### config.mk
export PLATFORM = sky130hd
export DESIGN_NAME = if_fetch_queue
export DESIGN_NICKNAME = d
export VERILOG_FILES = /design/src/rtl/if_fetch_queue.sv
export SDC_FILE = /design/constraint.sdc
export NUM_CORES = 1
export LEC_CHECK = 0
export ABC_AREA = 1
export BUFFER_PORTS_ARGS = -buffer_cell sky130_fd_sc_hd__buf_4
export CAP_MARGIN = 10
export CORE_MARGIN = 2
export CORE_UTILIZATION = 41
export DETAILED_ROUTE_END_ITERATION = 16
export HOLD_SLACK_MARGIN = 0.02
export SLEW_MARGIN = 10
export SYNTH_ARGS = -nofsm -noshare
export SYNTH_HDL_FRONTEND = slang
export SYNTH_SLANG_ARGS = --single-unit
### constraint.sdc
create_clock -name clk -period 4.5 [get_ports clk]
set_input_delay 0.9 -clock clk [delete_from_list [all_inputs] [get_ports clk]]
set_output_delay 0.9 -clock clk [all_outputs]
set_load 0.02 [all_outputs]
### src/rtl/if_fetch_queue.sv
// Instruction-fetch front end: owns the fetch PC, issues word requests to a
// one-cycle-latency instruction SRAM, and buffers {inst, pc} pairs in a small
// FIFO that decode drains with valid/ready. Redirects flush wrong-path state;
// halt stops new fetches until reset.
module if_fetch_queue #(
  parameter logic [31:0] RESET_PC = 32'h0000_0000,
  parameter int          DEPTH    = 2
) (
  input  logic        clk,
  input  logic        rst,
  input  logic        redirect_valid,
  input  logic [31:0] redirect_pc,
  input  logic        halt_req,
  output logic        im_req,
  output logic [31:0] im_addr,
  input  logic [31:0] im_rdata,
  output logic        id_valid,
  input  logic        id_ready,
  output logic [31:0] id_inst,
  output logic [31:0] id_pc,
  output logic        fetch_idle
);

  localparam int AW = (DEPTH > 1) ? $clog2(DEPTH) : 1;
  localparam int CW = AW + 1;
  localparam logic [CW:0] DEPTH_V = (CW + 1)'(DEPTH);

  typedef enum logic {
    ST_FETCH  = 1'b0,
    ST_HALTED = 1'b1
  } state_t;

  state_t        state;
  state_t        state_next;
  logic [31:0]   fetch_pc;
  logic [31:0]   req_pc;
  logic          inflight;
  logic [CW-1:0] count;
  logic [AW-1:0] rd_ptr;
  logic [AW-1:0] wr_ptr;
  logic [31:0]   inst_mem [DEPTH];
  logic [31:0]   pc_mem   [DEPTH];

  logic          pop;
  logic          push;
  logic [CW:0]   credit;

  assign id_valid = (count != '0);
  assign id_inst  = inst_mem[rd_ptr];
  assign id_pc    = pc_mem[rd_ptr];
  assign im_addr  = fetch_pc;
  assign pop      = id_valid & id_ready;
  // A response returning in a redirect cycle belongs to the wrong path.
  assign push     = inflight & ~redirect_valid;

  // Occupancy the queue will have once the current pop and the in-flight
  // response settle; a new request is allowed only if it will find a slot.
  assign credit = {1'b0, count} + {{CW{1'b0}}, inflight} - {{CW{1'b0}}, pop};

  // Next-state logic and decoded outputs of the fetch FSM.
  // NOTE: every signal written here gets a default first, so no path leaves
  // it unassigned and no latch is inferred.
  always_comb begin
    state_next = state;
    im_req     = 1'b0;
    fetch_idle = 1'b0;
    if (state == ST_FETCH && halt_req) begin
      state_next = ST_HALTED;
    end
    if (!rst && state == ST_FETCH && !halt_req && !redirect_valid &&
        credit < DEPTH_V) begin
      im_req = 1'b1;
    end
    if (state == ST_HALTED && count == '0 && !inflight) begin
      fetch_idle = 1'b1;
    end
  end

  // FSM state register; HALTED is left only through reset.
  // NOTE: sequential state uses non-blocking assignments so every register
  // samples pre-edge values regardless of evaluation order.
  always_ff @(posedge clk or posedge rst) begin
    if (rst) begin
      state <= ST_FETCH;
    end else begin
      state <= state_next;
    end
  end

  // Fetch PC, request tracking and queue bookkeeping; redirect wins over all.
  always_ff @(posedge clk or posedge rst) begin
    if (rst) begin
      fetch_pc <= RESET_PC;
      req_pc   <= RESET_PC;
      inflight <= 1'b0;
      count    <= '0;
      rd_ptr   <= '0;
      wr_ptr   <= '0;
    end else if (redirect_valid) begin
      fetch_pc <= redirect_pc & ~32'h0000_0003;
      inflight <= 1'b0;
      count    <= '0;
      rd_ptr   <= '0;
      wr_ptr   <= '0;
    end else begin
      inflight <= im_req;
      if (im_req) begin
        fetch_pc <= fetch_pc + 32'd4;
        req_pc   <= fetch_pc;
      end
      if (push) begin
        wr_ptr <= wr_ptr + AW'(1);
      end
      if (pop) begin
        rd_ptr <= rd_ptr + AW'(1);
      end
      case ({push, pop})
        2'b10:   count <= count + CW'(1);
        2'b01:   count <= count - CW'(1);
        default: count <= count;
      endcase
    end
  end

  // Queue storage written on push.
  // NOTE: the storage array is deliberately not reset; entries are only read
  // while count says they are valid, so reset would add cost for nothing.
  always_ff @(posedge clk) begin
    if (push) begin
      inst_mem[wr_ptr] <= im_rdata;
      pc_mem[wr_ptr]   <= req_pc;
    end
  end

endmodule

==> run summary, run 1 <==
Of the cells placed in the final design, the portion with a size suffix greater than 1 is 22.0%. The logs give 0 for the number of slew-limit violations in the final report and 0 for the antenna diode count. Buffers placed on the I/O ports in this run total 161.

The average routed wire per standard cell is 13.9 microns, and the number of enable flip-flop cells after synthesis is 124. The distinct cell type count after synthesis is 31. The final core utilization was 51.6%; the row count was 52. After routing the design area is 10,300 sq um. Counting every sink on the clock net gives 190. The first global-routing pass estimated 29,200 microns of wire. For this run, the detailed router's first-pass iteration total came to 5.

Counting flops and latches in the post-synthesis netlist gives 190. Timing analysis after detailed placement gives a worst setup slack of 1.20 ns. For this block, the routed nets add up to 18,100 microns of wire.

The worst setup slack after layout was 1.27 ns. The cell type with the highest aggregate area in the netlist was sky130_fd_sc_hd__edfxtp_1. The timing-limited maximum frequency is 309 MHz. The top cell type's share of synthesized area came out at 44.9%.

The initial antenna violation count was 0; the peak fanout along the critical path was 3. After the last flow step, the layout net total stands at 1,088. Placed cell count: 1,268. The worst-case clock skew came out at 0.00778 ns.

The cell area that synthesis handed to floorplanning was 8290 sq um. The number of global-route vias before repair is 5,564, and the worst endpoint data arrival time is 2.33 ns. The tool flagged a number of max-cap violations equal to 0. The post-detailed-route count of antenna-violating nets was 0; the pin count of the biggest net entering global routing was 72. The Yosys step of the flow raised 0 warnings. STA classifies the critical path endpoint as a primary output.

By startpoint and endpoint, the worst setup path is classified as in2out. In the synthesized netlist the async set-or-reset flop fraction comes to 34.7%. The worst slew slack as a fraction of its limit was 42.9%. The worst hold path belongs to the class reg2reg. The commonest cells after synthesis are sky130_fd_sc_hd__nand2_1 (391), sky130_fd_sc_hd__edfxtp_1 (124), sky130_fd_sc_hd__nand3_1 (78), sky130_fd_sc_hd__dfrtp_1 (66), sky130_fd_sc_hd__inv_1 (59).

The final-report setup violation count came out at 0. The post-DP HPWL is 12,200 microns. The tools report the I/O pin total as 168. At the pin with the least slew margin, the transition time is 0.857 ns. After layout, the worst path uses 71.8% of the clock period. The leading cell type by number of instances after synthesis is sky130_fd_sc_hd__nand2_1.

The final RePlAce weighted congestion was 0.906. The tools report the total power of the final layout as 4.11 mW. Data on the critical path is required at its endpoint by 3.60 ns. After clock tree synthesis, the clock-pin slew on the worst setup and hold paths is 0.06 ns. The leakage power total was 4.83 nW.

Dividing total power by cell area gives a power density of 397 nW/um^2. Once the floorplan was initialized, standard cells occupied 41.4% of the core. Setup repair after global routing left no endpoint under its margin.

Subtracting the final worst setup slack from the clock period gives 3.23 ns. The routed layout has 5,984 vias. In the routed layout, each cell is associated on average with a via count of 4.60. Hold is met by 0.468 ns. In this run the cell area measured after placement is 9720 sq um. Measured along the y axis, the die boundary spans 146 microns. After synthesis, the mean cell area works out to 9.63 sq um.

Once the clock tree was built, the resizer swapped 0 gates to a different size. Excluding fillers, the count of instances in the completed layout stands at 1,300. The iteration-0 DRC count of the detailed router was 346; the area of the die was 21,400 sq um. The die is 146 microns wide. In this run, post-CTS hold repair placed 0 buffers.

Synthesis handed over a netlist of 861 instances. After floorplanning, the core was sized to cover 20,000 sq um. Clock tree synthesis selected as its root buffer the cell sky130_fd_sc_hd__clkbuf_16. After synthesis, the cell types taking the most area are sky130_fd_sc_hd__edfxtp_1 (45%), sky130_fd_sc_hd__dfrtp_1 (20%), sky130_fd_sc_hd__nand2_1 (18%). The total grt overflow is 0, and the maximum resistive drop on vdd is 253 uV.

The count of final hold-check violations is 0, and the post-route DRC violation count is 0. Buffers inserted during clock tree synthesis total 17. Among all flip-flop cells after synthesis, the most frequent one is sky130_fd_sc_hd__edfxtp_1. The clock tree synthesis step divided the H-tree into 4 levels.

TritonCTS built the clock tree. At the later pin of the worst-skew pair, clock insertion delay measures 0.42 ns. The overall routing resource usage was 17.4%.

Kind of start point of the critical path: a primary input. The proportion of synthesized chip area in sequential cells is 64.8%, and the clock tree buffer depth is 2. Once the clock tree was built, the setup fixing pass inserted 0 buffers. From synthesis to final layout, the design area changed by 24.8%. For the sum of negative setup slack, the log shows 0 ns. The flow ran to the end, and the final reports show no timing, DRC or antenna violations.
metal layers:
| layer | routed length (microns) | GRT usage [%] | vias to the layer above |
|---|---|---|---|
| li1 | - | - | 3092 |
| met4 | 225 | 5.34 | 0 |
| met1 | 8720 | 24.7 | 2720 |
| met2 | 8350 | 27.6 | 155 |
| met3 | 814 | 3.31 | 17 |
| met5 | 0 | 0 | - |
final cells by class:
type	instances	area, sq um
clock buffers	23	531
clock inverters	9	95.1
fillers	1890	9690
inverters	63	239
multi-input cells	577	2510
flip-flops and latches	190	5380
well taps	270	338
repair buffers	168	1260
where the power goes:
part	internal, mW	switching, mW	leakage [nW]
logic	0.233	0.406	2.39
registers	1.89	0.0522	2.13
clock network	0.896	0.635	0.307
total	3.01	1.09	4.83
registers in the layout, summed over array words and instances (netlist names):
| name | cells |
|---|---|
| rd_ptr | 1 |
| pc_mem | 60 |
| count | 2 |
| req_pc | 30 |
| inst_mem | 64 |
| im_addr | 30 |
| state | 1 |
| wr_ptr | 1 |
| inflight | 1 |
kinds of logic after synthesis:
group,count (synthesis),synth area share (%)
AND/OR/NAND/NOR,531,27.0
flip-flops,190,64.8
buffers and inverters,97,5.25
AO/OA/AOI/OAI,39,2.35
adder cells (fa/ha/maj),2,0.392
XOR/XNOR,1,0.106
other,1,0.0452
critical path: stages:
cell,delay (ns)
sky130_fd_sc_hd__buf_4,0.09
sky130_fd_sc_hd__inv_1,0.03
sky130_fd_sc_hd__nor2_1,0.13
sky130_fd_sc_hd__nand2_1,0.08
sky130_fd_sc_hd__o21ai_0,0.08
sky130_fd_sc_hd__nand2_1,0.08
sky130_fd_sc_hd__fa_1,0.41
sky130_fd_sc_hd__nand2_1,0.19
sky130_fd_sc_hd__nand2_4,0.09
sky130_fd_sc_hd__nor2_1,0.10
sky130_fd_sc_hd__buf_4,0.15
layout by cell type, fill, tap and decap left out:
master                       count
sky130_fd_sc_hd__ha_1            1
sky130_fd_sc_hd__or2_2           2
sky130_fd_sc_hd__nand3_1        78
sky130_fd_sc_hd__nand3b_4        1
sky130_fd_sc_hd__edfxtp_1      124
sky130_fd_sc_hd__o21ai_1         6
sky130_fd_sc_hd__o21ai_0        32
sky130_fd_sc_hd__buf_4         168
sky130_fd_sc_hd__nand2_2         3
sky130_fd_sc_hd__inv_4           1
sky130_fd_sc_hd__clkinv_4        4
sky130_fd_sc_hd__a21oi_1         1
sky130_fd_sc_hd__xor2_1          1
sky130_fd_sc_hd__nor2_1         36
sky130_fd_sc_hd__nor3_1          2
sky130_fd_sc_hd__dfrtp_1        65
sky130_fd_sc_hd__clkinv_1        1
sky130_fd_sc_hd__nor2_8          2
sky130_fd_sc_hd__inv_2           3
sky130_fd_sc_hd__inv_1          58
sky130_fd_sc_hd__conb_1          4
sky130_fd_sc_hd__nand3_4         1
sky130_fd_sc_hd__bufinv_16       1
sky130_fd_sc_hd__nor2_2          3
sky130_fd_sc_hd__nand4_1         2
sky130_fd_sc_hd__fa_1            1
sky130_fd_sc_hd__clkbuf_16      19
sky130_fd_sc_hd__nand2_4         2
sky130_fd_sc_hd__nand2_1       391
sky130_fd_sc_hd__clkinvlp_4      1
sky130_fd_sc_hd__dfrtp_2         1
sky130_fd_sc_hd__clkbuf_8        4
sky130_fd_sc_hd__inv_6           2
sky130_fd_sc_hd__nor2_4          8
sky130_fd_sc_hd__clkinv_2        1
worst paths after layout:
path / from / endpoint / slack (ns) / cells after the start
worst max register to register: count[1] / im_addr[20] / 1.69 / 12
worst max-delay path: id_ready / im_req / 1.27 / 11
worst min register to register: req_pc[29] / pc_mem[0][29] / 0.47 / 0
max in group asynchronous: rst / rd_ptr / 3.11 / 3
worst min-delay path: req_pc[29] / pc_mem[0][29] / 0.47 / 0
min in group asynchronous: rst / req_pc[3] / 0.81 / 3
No activity file was read; power rests on OpenSTA's default activity.
==> run 2, diff against run 1 <==
- clock period: 4.5 -> 2.7 ns (I/O delays scaled with it)
==> run 2 against run 1 <==
- hold slack worse by 0.20 ns
- sequential cell count unchanged
- die area unchanged
- via count increased by 0.30%
- critical endpoint unchanged
==> run summary, run 2 (synthesized netlist as in run 1, its figures left out) <==
The detailed router placed 6,002 vias in this run. After detailed routing, the number of remaining DRC violations is 0. At the pin with the least slew margin, the transition time is 0.675 ns.

For the post-detailed-route count of antenna-violating nets, the log shows 0. From synthesis to final layout, the design area changed by 26.2%. Cells fill 52.2% of the core in the end. Measured along the x axis, the die boundary spans 146 microns. Worst setup slack after layout: 0.0644 ns.

The count of final hold-check violations came out at 0. For the overall routing resource usage, the log shows 17.3%. The antenna diode count came out at 0. Leaving out fill and tap cells, the most frequent cell in the layout is sky130_fd_sc_hd__nand2_1. The number of global-route vias before repair is 5,652.

Setup repair after global routing could not meet its margin everywhere. After detailed routing, the total wire length is 17,900 microns. At the worst endpoint, the required time is 2.16 ns. Across the run, the number of max-cap violations was 0. Ratio of routed vias to standard cells: 4.59.

The worst setup path is launched from a register. For this design the top-level I/O count stands at 168. The pin count of the biggest net entering global routing is 67.

The number of buffers and inverters on the critical path came out at 1. The final critical path takes up 97.6% of the cycle. The initial core utilization came out at 41.4%.

The number of buffer cells added on primary ports works out to 161. Stage delay of the slowest cell on the critical path: 0.58 ns. Leaving out fill and tap cells, the most frequent cells in the layout are sky130_fd_sc_hd__nand2_1 (390), sky130_fd_sc_hd__buf_4 (169), sky130_fd_sc_hd__edfxtp_1 (124). Overall power consumption after layout is estimated at 6.79 mW.

Ranked by flip-flop count, first place goes to inst_mem. Hold buffer count at cts: 0. The worst register-to-register path begins at count[1].

The first global-routing pass estimated 29,000 microns of wire. Dividing the detail-routed wire length by the instance count gives 13.7 microns. No sink is reached through more buffers than the 2 on the longest clock path. The number of slew-limit violations in the final report is 0. The analysis attributes to cell leakage a power of 4.87 nW.

TritonCTS built the clock tree. The logs give 1,096 for the number of nets in the finished design and 4 for the level count of the clock H-tree. Kind of critical path: reg2out.

The total grt overflow was 0. For the row count, the log shows 52. The clock reaches the later pin of the worst-skew pair after 0.42 ns. CTS saw 190 sinks. The kind of cell with the highest combined delay along the critical path is adder cells. On the critical path, the stage with the largest delay is an instance of sky130_fd_sc_hd__fa_2.

Along the worst path, the maximum fanout reaches 3. Walking the worst path, the cells encountered are nor2_1 > nor2_1 > nand2_1 > o21ai_1 > nand2_1 > fa_2 > nand3_4 > nor2_4 > buf_6. The logs give 12,400 microns for the post-DP HPWL and 1,908 for the number of filler instances in the final layout. The class of the tightest hold or removal check was in2async. In the final layout, the share of cells above drive strength 1 is 22.7%. Counting I/O delays and the setup requirement, the final critical path takes 2.64 ns. After clock tree synthesis, the clock-pin slew on the worst setup and hold paths is 0.07 ns.

Measured against its own limit, the worst slew margin works out to 55.0%. Data on the critical path arrives at its endpoint at 2.10 ns. The cell at the root of the clock tree was sky130_fd_sc_hd__clkbuf_16. The tools report the number of iterations in the first detailed-routing pass as 4. The area of the die was 21,400 sq um. Floorplan die height: 146 microns. The logs give 0 for the initial antenna violation count and 0.210 ns for the post-place setup slack. The total power density per cell area was 648 nW/um^2.

The worst setup path is captured at a primary output. The run finished with clean final reports. At the end of routability-driven placement, the weighted congestion stood at 0.900. The logs give 379 MHz for the timing-limited maximum frequency and 222 for the iteration-0 DRC count of the detailed router.

Across the VDD grid, the largest voltage drop is 441 uV. The placeable core region was 20,000 sq um; the worst-case clock skew was 0.00559 ns. The critical path starts at count[1]. The register with the most flip-flops in the layout has 64 of them.

Setup violations remaining at the end of the flow were counted as 0. The total clock buffers created by CTS was 17. The largest registers in the layout are inst_mem: 64 flops, pc_mem: 60 flops.
[run 2: area by class of cell]
| type | instances | area (sq um) | area share [%] |
|---|---|---|---|
| repair buffers | 176 | 1400 | 13.4 |
| inverters | 63 | 243 | 2.32 |
| multi-input cells | 577 | 2520 | 24.1 |
| clock inverters | 11 | 104 | 0.992 |
| well taps | 270 | 338 | 3.23 |
| flip-flops and latches | 190 | 5380 | 51.4 |
| clock buffers | 21 | 483 | 4.62 |
[run 2: per-stage QoR]
stage	setup TNS [ns]	cell area, sq um	hold slack [ns]	cells
after global placement	0	9840	0.450	1273
final	0	10500	0.270	1308
after floorplan	-20.26	8310	0.442	864
after CTS	0	10400	0.280	1306
after detailed placement	0	9840	0.458	1273
after global routing	-0.0467	10500	0.284	1308
[run 2: power breakdown]
| part | internal, mW | switching (mW) | leakage, nW |
|---|---|---|---|
| logic | 0.425 | 0.689 | 2.45 |
| registers | 3.14 | 0.0793 | 2.13 |
| clock network | 1.39 | 1.06 | 0.286 |
[run 2: what timing repair did]
item                       CTS  global route
resized for setup            1             6
setup endpoints to repair    1             1
buffers inserted             1             2
pin swaps                    0             6
[run 2: worst min-delay path, stage by stage]
cell                         delay [ns]
sky130_fd_sc_hd__buf_4             0.12
sky130_fd_sc_hd__clkinvlp_4        0.12
sky130_fd_sc_hd__buf_12            0.31
[run 2: path summary, 6_finish.rpt]
| path | endpoint | slack (ns) | cells after the start |
|---|---|---|---|
| setup reg to reg | im_addr[14] | 0.32 | 12 |
| min in group clk | inst_mem[1][31] | 0.30 | 1 |
| hold reg to reg | pc_mem[1][26] | 0.47 | 0 |
| hold / removal | im_addr[24] | 0.27 | 3 |
| max in group asynchronous | rd_ptr | 2.09 | 3 |
| setup / recovery | im_req | 0.06 | 9 |
[run 2: routing by layer]
layer / wire length (microns) / global-route usage, % / up-vias
met2: 8400 / 28.0 / 140
met1: 8470 / 24.1 / 2728
li1: - / - / 3117
met5: 0 / 0 / -
met3: 780 / 2.84 / 17
met4: 291 / 5.44 / 0
